`src/rtl/nes_bus_pkg.sv`:
```
// +------------------------------------------------------------------+
// | nes_bus_pkg : shared arbiter state encoding, modes and helpers    |
// | Rev 1.0                                                           |
// +------------------------------------------------------------------+
`default_nettype none

package nes_bus_pkg;

   typedef enum logic [1:0] {
      ST_IDLE = 2'd0,
      ST_OWN  = 2'd1,
      ST_GAP  = 2'd2
   } arb_state_e;

   localparam int ARB_FIXED = 0;
   localparam int ARB_RR    = 1;

   // Ceiling log2; callers clamp the result to at least 1 bit.
   function automatic int clog2(input int value);
      int r;
      r = 0;
      for (int i = 0; i < 31; i++) begin
         if ((1 << i) < value) r = i + 1;
      end
      return r;
   endfunction

endpackage

`default_nettype wire

```
`src/rtl/cpumc_arb_pick.sv`:
```
// +------------------------------------------------------------------+
// | cpumc_arb_pick : rotate / priority-encode / unrotate winner pick  |
// | Rev 1.0                                                           |
// +------------------------------------------------------------------+
`default_nettype none

module cpumc_arb_pick #(
   parameter int N = 3,
   parameter int W = 2
) (
   input  logic [N-1:0] req_in,
   input  logic [W-1:0] start_in,
   output logic         valid_out,
   output logic [W-1:0] idx_out
);

   logic [N-1:0] rot;
   int           enc;

   always_comb begin
      rot       = '0;
      enc       = 0;
      valid_out = 1'b0;
      for (int k = 0; k < N; k++) begin
         rot[k] = req_in[(int'(start_in) + k) % N];
      end
      // Scan downward so the lowest rotated index is the one that sticks.
      for (int k = N - 1; k >= 0; k--) begin
         if (rot[k]) begin
            enc       = k;
            valid_out = 1'b1;
         end
      end
      idx_out = W'((enc + int'(start_in)) % N);
   end

endmodule

`default_nettype wire

```
`src/rtl/cpumc_arb.sv`:
```
// +------------------------------------------------------------------+
// | cpumc_arb : CPU / HCI / sprite-DMA bus arbiter with GAP handover  |
// | Optional starvation breaker: define CPUMC_ARB_STARVE_EN. Rev 1.0  |
// +------------------------------------------------------------------+
`default_nettype none

module cpumc_arb
   import nes_bus_pkg::*;
#(
   parameter int NUM_MASTERS  = 3,
   parameter int AW           = 16,
   parameter int DW           = 8,
   parameter int ARB_MODE     = 0,
   parameter int STARVE_LIMIT = 255,
   localparam int OW = (clog2(NUM_MASTERS) < 1) ? 1 : clog2(NUM_MASTERS)
) (
   input  logic                      clk_in,
   input  logic                      nrst_in,
   input  logic [NUM_MASTERS-1:0]    req_in,
   input  logic [NUM_MASTERS-1:0]    lock_in,
   input  logic [NUM_MASTERS*AW-1:0] a_in,
   input  logic [NUM_MASTERS-1:0]    r_nw_in,
   input  logic [NUM_MASTERS*DW-1:0] d_in,
   input  logic [DW-1:0]             bus_d_in,
   output logic [NUM_MASTERS-1:0]    rdy_out,
   output logic [AW-1:0]             a_out,
   output logic                      r_nw_out,
   output logic [DW-1:0]             d_out,
   output logic [DW-1:0]             rd_out,
   output logic [OW-1:0]             owner_out,
   output logic                      busy_out
);

   arb_state_e             state_q, state_d;
   logic [OW-1:0]          owner_q, owner_d;
   logic [OW-1:0]          ptr_q, ptr_d;
   logic [NUM_MASTERS-1:0] rdy_q, rdy_d;
   logic                   rst_done_q;

   logic [NUM_MASTERS-1:0] starve;
   logic [NUM_MASTERS-1:0] pick_req;
   logic [OW-1:0]          pick_start;
   logic [OW-1:0]          pick_idx;
   logic                   pick_valid;
   logic                   own_req, own_lock, eligible, grant;

   always_comb begin
      own_req  = 1'b0;
      own_lock = 1'b0;
      eligible = 1'b0;
      for (int i = 0; i < NUM_MASTERS; i++) begin
         if (owner_q == OW'(i)) begin
            own_req  = req_in[i];
            own_lock = lock_in[i];
         end else if (req_in[i] && (ARB_MODE == ARB_RR || i < int'(owner_q))) begin
            eligible = 1'b1;
         end
      end
   end

   // A starving master overrides the normal search and wins lowest-first.
   always_comb begin
      if (|starve) begin
         pick_req   = starve;
         pick_start = '0;
      end else begin
         pick_req   = req_in;
         pick_start = (ARB_MODE == ARB_RR) ? ptr_q : '0;
      end
   end

   cpumc_arb_pick #(
      .N (NUM_MASTERS),
      .W (OW)
   ) u_pick (
      .req_in    (pick_req),
      .start_in  (pick_start),
      .valid_out (pick_valid),
      .idx_out   (pick_idx)
   );

   always_comb begin
      state_d = state_q;
      owner_d = owner_q;
      ptr_d   = ptr_q;
      grant   = 1'b0;
      case (state_q)
         ST_IDLE: begin
            if (rst_done_q && pick_valid) grant = 1'b1;
         end
         ST_OWN: begin
            if (!own_req || (!own_lock && eligible) || (|starve)) begin
               state_d = (NUM_MASTERS == 1) ? ST_IDLE : ST_GAP;
            end
         end
         ST_GAP: begin
            if (pick_valid) grant   = 1'b1;
            else            state_d = ST_IDLE;
         end
         default: state_d = ST_IDLE;
      endcase
      if (grant) begin
         state_d = ST_OWN;
         owner_d = pick_idx;
         ptr_d   = (pick_idx == OW'(NUM_MASTERS - 1)) ? '0 : pick_idx + 1'b1;
      end
      for (int i = 0; i < NUM_MASTERS; i++) begin
         rdy_d[i] = (state_d == ST_OWN) && (owner_d == OW'(i));
      end
   end

   always_ff @(posedge clk_in or negedge nrst_in) begin
      if (!nrst_in) begin
         state_q    <= ST_IDLE;
         owner_q    <= '0;
         ptr_q      <= '0;
         rdy_q      <= '0;
         rst_done_q <= 1'b0;
      end else begin
         state_q    <= state_d;
         owner_q    <= owner_d;
         ptr_q      <= ptr_d;
         rdy_q      <= rdy_d;
         rst_done_q <= 1'b1;
      end
   end

`ifdef CPUMC_ARB_STARVE_EN
   localparam int CW = (clog2(STARVE_LIMIT + 1) < 1) ? 1 : clog2(STARVE_LIMIT + 1);

   logic [CW-1:0] wait_q [NUM_MASTERS];
   logic [CW-1:0] wait_d [NUM_MASTERS];

   always_comb begin
      for (int i = 0; i < NUM_MASTERS; i++) begin
         starve[i] = req_in[i] && !((state_q == ST_OWN) && (owner_q == OW'(i)))
                     && (wait_q[i] == CW'(STARVE_LIMIT));
         if (!req_in[i] || ((state_q == ST_OWN) && (owner_q == OW'(i)))
             || (grant && (owner_d == OW'(i)))) begin
            wait_d[i] = '0;
         end else if (wait_q[i] != CW'(STARVE_LIMIT)) begin
            wait_d[i] = wait_q[i] + 1'b1;
         end else begin
            wait_d[i] = wait_q[i];
         end
      end
   end

   always_ff @(posedge clk_in or negedge nrst_in) begin
      if (!nrst_in) begin
         for (int i = 0; i < NUM_MASTERS; i++) wait_q[i] <= '0;
      end else begin
         for (int i = 0; i < NUM_MASTERS; i++) wait_q[i] <= wait_d[i];
      end
   end
`else
   logic unused_starve_limit;
   assign starve              = '0;
   assign unused_starve_limit = ^STARVE_LIMIT;
`endif

   // Bus is parked at read / address 0 whenever nobody holds a grant.
   always_comb begin
      a_out    = '0;
      r_nw_out = 1'b1;
      d_out    = '0;
      for (int i = 0; i < NUM_MASTERS; i++) begin
         if (rdy_q[i]) begin
            a_out    = a_in[i*AW +: AW];
            r_nw_out = r_nw_in[i];
            d_out    = d_in[i*DW +: DW];
         end
      end
   end

   assign rdy_out   = rdy_q;
   assign rd_out    = bus_d_in;
   assign owner_out = owner_q;
   assign busy_out  = (state_q == ST_OWN);

endmodule

`default_nettype wire

```
`config.mk`:
```
export PLATFORM = sky130hd
export DESIGN_NAME = cpumc_arb
export DESIGN_NICKNAME = d
export VERILOG_FILES = /design/src/rtl/nes_bus_pkg.sv /design/src/rtl/cpumc_arb_pick.sv /design/src/rtl/cpumc_arb.sv
export SDC_FILE = /design/constraint.sdc
export NUM_CORES = 1
export LEC_CHECK = 0
export ABC_AREA = 0
export CAP_MARGIN = 20
export CORE_MARGIN = 2
export CORE_UTILIZATION = 21
export DETAILED_ROUTE_END_ITERATION = 10
export PLACE_DENSITY = 0.81
export SKIP_CTS_REPAIR_TIMING = 1
export SLEW_MARGIN = 10
export SYNTH_ARGS = -nofsm -noshare
export SYNTH_HDL_FRONTEND = slang
export SYNTH_SLANG_ARGS = --single-unit
```
`constraint.sdc`:
```
create_clock -name clk_in -period 1.44 [get_ports clk_in]
set_clock_uncertainty 0.1 [all_clocks]
set_input_delay 0.288 -clock clk_in [delete_from_list [all_inputs] [get_ports clk_in]]
set_output_delay 0.288 -clock clk_in [all_outputs]
set_load 0.03 [all_outputs]
```
# == Yosys cells after proc, flatten, opt, wreduce, memory -nomap -nowiden ==
# Cells that the tools add are included.
# totals
ff_bits,8
in_bits,91
out_inout_bits,39
word_cells,64
# classes
n_div,1
magnitude_cmp,3
eq_ne,7
n_mux,35
n_reduce_logical,14
# ops
op,count
two-way mux 16 bit,3
remainder unit 32 x 3 -> 32 bit (second input constant),1
two-way mux 8 bit,3
two-way mux 1 bit,20
two-way mux 2 bit,7
equality test 2 x 1 -> 1 bit (second input constant),4
logical AND 1 bit,8
equality test 2 bit (second input constant),3
zero test 2 bit,3
case mux 2 bit (3 select lines),1
less-than comparator 1 x 2 -> 1 bit (first input constant),2
zero test 1 bit,2
less-than comparator 2 bit (first input constant),1
case mux 1 bit (2 select lines),1
logical OR 1 bit,1

# == Longest topological paths before layout ==
# logic_depth
word_depth,15
ltp_mapped,6
depth_no_buf,4

# == By module ==
# A second synthesis with hierarchy kept.
# unflattened
cells_unflattened,156
area_unflattened_um2,1114.8
# modules_own_cells
mod,n_inst,cells_per_inst,area_per_inst_um2,seq_area_each_um2
cpumc_arb,1,127,884.6,200.2
cpumc_arb_pick,1,29,230.2,0.0

# == Worst setup path after synthesis ==
# No wires, ideal clock.
# synth_path
path_kind,register to output
from,register rdy_q[1] (netlist: rdy_out[1])
to,output port a_out[14]
arrival_time_ps,1651
required_time_ps,1052
path_slack_ps,-599
path_stages_with_launch,5
n_path_buf,2
path_cell_list,dfrtp_1 buf_2 buf_2 a21oi_1 o21ai_0
# synth_between
elab_chain_len,2
# synth_rtl
item,line_no,source
start: declaration,cpumc_arb.sv:37,"logic [NUM_MASTERS-1:0] rdy_q, rdy_d;"
start signal: assignment,cpumc_arb.sv:123,rdy_q <= rdy_d;
two-way mux 16 bit (2 in a row),cpumc_arb.sv:168,if (rdy_q[i]) begin
end: declaration,cpumc_arb.sv:26,"output logic [AW-1:0] a_out,"
# Every way passes these cells.

# == Worst setup path in the final report ==
# layout_path
from,register rdy_q[1] (netlist: rdy_out[1])
to,output port d_out[3]
# layout_between
elab_chain_len,2
# layout_rtl
item,line_no,source
two-way mux 8 bit (2 in a row),cpumc_arb.sv:168,
end: declaration,cpumc_arb.sv:28,"output logic [DW-1:0] d_out,"
# Every way passes these cells.

==> flow_metrics.tcl <==
set metrics [dict create \
    status "finished, violations left" \
    violations "negative setup slack" \
    post-place-ws_ns -0.328 \
    ir_worst_vdd_v 0.00112 \
    synth_edf_count 0 \
    hold_violations 0 \
    reg2reg_to "rdy_out[2]" \
    yosys_warnings 0 \
    drive_gt1_share_pct 48.6 \
    start_kind "flip-flop" \
    synth_seq_area_share_pct 22.3 \
    stdcell_area_um2 2710 \
    antenna_found_initial 0 \
    cts_buffers 3 \
    ff2ff_setup_slack_ns 0 \
    rows 23 \
    leakagePower_nw 1.04 \
    htree_levels 1 \
    placed_cell_area_um2 2410 \
    dieArea_um2 4810 \
    synth_seq_cells 8 \
    fp.dieW_um 69.4 \
    ant_nets 0 \
    drt_iter0_markers 43 \
    ff2ff_path_depth 4 \
    powerDensity_nw_per_um2 1940 \
    cts.reportedPaths.clkPinSlew_ns 0.05 \
    synth_area_leaders "dfrtp_1 22%, a22oi_1 19%, o21ai_1 15%" \
    dr_total_vias 1448 \
    grt_pass1_vias 1454 \
    yosysTopAreaCell "dfrtp_1" \
    portBuffers 112 \
    hpwl_mm 3.37 \
    routed_via_density 4.88 \
    grt_first_pass_wirelength_mm 6.74 \
    ff_latch_area_um2 206 \
    dr.pass1.iters 4 \
    yosys-top-cells-count "26 x nand2_1, 26 x o21ai_1, 23 x a22oi_1" \
    gp_congestion 0.771 \
    multi_input_area_um2 1030 \
    cpMaxStageDelayCell "dfrtp_2" \
    grt.overflow.total 0 \
    clkLatencyLatePin_ns 0.23 \
    area_growth_pct 202 \
    grt_max_degree 25 \
    avgSynthCellArea_um2 6.75 \
    synth_ff_type "dfrtp_1" \
    remaining_drc_errors 0 \
    start_util_pct 22.1 \
    nFillCells 313 \
    die_h_um 69.4 \
    wirelength_mm 4.50 \
    critPathKind "flip-flop to primary output" \
    wire_per_inst_um 15.2 \
    cts-root-buf "clkbuf_8" \
    setup_ws_ns -0.392 \
    coreArea_um2 4060 \
    path_cells "nor2b_4 -> clkbuf_16 -> a22oi_2 -> o21ai_4 -> buf_6" \
    globalRouteTotalUtil_pct 16.8 \
    r2r-start "owner_out[0]" \
    synth_top_area_share_pct 22.3 \
    grt_setup_unrepaired "yes" \
    yosysUniqueCellTypes 27 \
    p_total_mw 5.24 \
    drv_cap 0 \
    cp_top_family "flip-flops" \
    required_ns 1.05 \
    hp-class "primary input to asynchronous set/reset pin" \
    critPathBufInv 2 \
    crit_path_end_kind "primary output" \
    synth_cells 133 \
    clk_path_buf_depth 2 \
    io_pins 130 \
    syn_nets 224 \
    numClockSinks 8 \
    synthArstFlopShare_pct 100 \
    syn_area_um2 897 \
    crit_path_max_incr_delay_ns 0.43 \
    cp_max_fo 11 \
    fin_crit_ns 1.83 \
    nets 339 \
    cp.arrival_ns 1.44 \
    num_antenna_cells 0 \
    fmax_mhz 546 \
    drv_slew 0 \
    setup_viol 26 \
    finalCritPeriodShare_pct 127 \
    cts_tree "done" \
]
==> area by class of cell <==
type | count | share of cell area, %
well taps | 50 | 2.31
inverters | 5 | 0.786
clock buffers | 4 | 1.67
multi-input cells | 101 | 38.1
repair buffers | 129 | 49.5
flip-flops and latches | 8 | 7.63
==> power by group <==
group	switching, mW	leakage (nW)	internal (mW)
Combinational	2.44	0.924	2.10
Sequential	0.0933	0.0956	0.325
Clock	0.0902	0.0228	0.192
==> layer usage <==
layer	vias to the layer above	global-route usage [%]	routed length, µm	share of wire [%]
li1	702	-	-	-
met3	10	2.18	287	6.4
met2	76	29.8	2330	52
met1	660	21.0	1810	40
met5	-	0	0	0
met4	0	5.01	75	1.7
==> through the flow <==
stage	hold WS (ns)	std cells	util, %	setup TNS (ns)
floorplan	-0.108	133	-	-6.61
global placement	0.448	290	59.3	-5.44
detailed placement	0.455	290	59.3	-5.76
CTS	0.234	294	60.4	-10.42
global route	0.270	297	66.7	-10.80
finish	0.221	297	66.7	-9.26
==> sequential cells by signal, indices dropped and copies added, names as in the netlist <==
| register | flops |
|---|---|
| state_q | 2 |
| owner_out | 2 |
| rdy_out | 3 |
| rst_done_q | 1 |
==> worst reg2reg max path, stage by stage (launching register included) <==
cell and delay (ns):
dfrtp_2 0.42, nand2b_4 0.15, o21ai_4 0.16, a41oi_4 0.16, nor4_2 0.34
==> worst max-delay path by stage <==
stage	endpoint	slack (ns)	start	cells past startpoint
3_3_place_gp	rdy_out[0]	-0.28	req_in[0]	4
3_5_place_dp	rdy_out[0]	-0.33	req_in[0]	4
2_1_floorplan	a_out[0]	-0.29	rdy_out[1]	6
4_1_cts	a_out[4]	-0.42	rdy_out[1]	5
5_1_grt	a_out[15]	-0.45	rdy_out[1]	5
6_report	d_out[3]	-0.39	rdy_out[1]	5
==> logic make-up after synthesis <==
logic type / count (synthesis) / share of synthesized area [%]
flip-flops: 8 / 22.3
AO/OA/AOI/OAI: 60 / 43.4
AND/OR/NAND/NOR: 40 / 19.8
buffers and inverters: 24 / 14.1
other: 1 / 0.418
==> placed cells by master, fill, tap and decap left out, drive strengths merged, types with 5 or more instances in the layout <==
master and instances:
clkdlybuf4s50 76, buf 47, o21ai 28, nand2 26, a22oi 23, dfrtp 8
dlymetal6s2s 5, inv 5, nor2 5, clkbuf 5
Power figures use the tool's default switching activity.
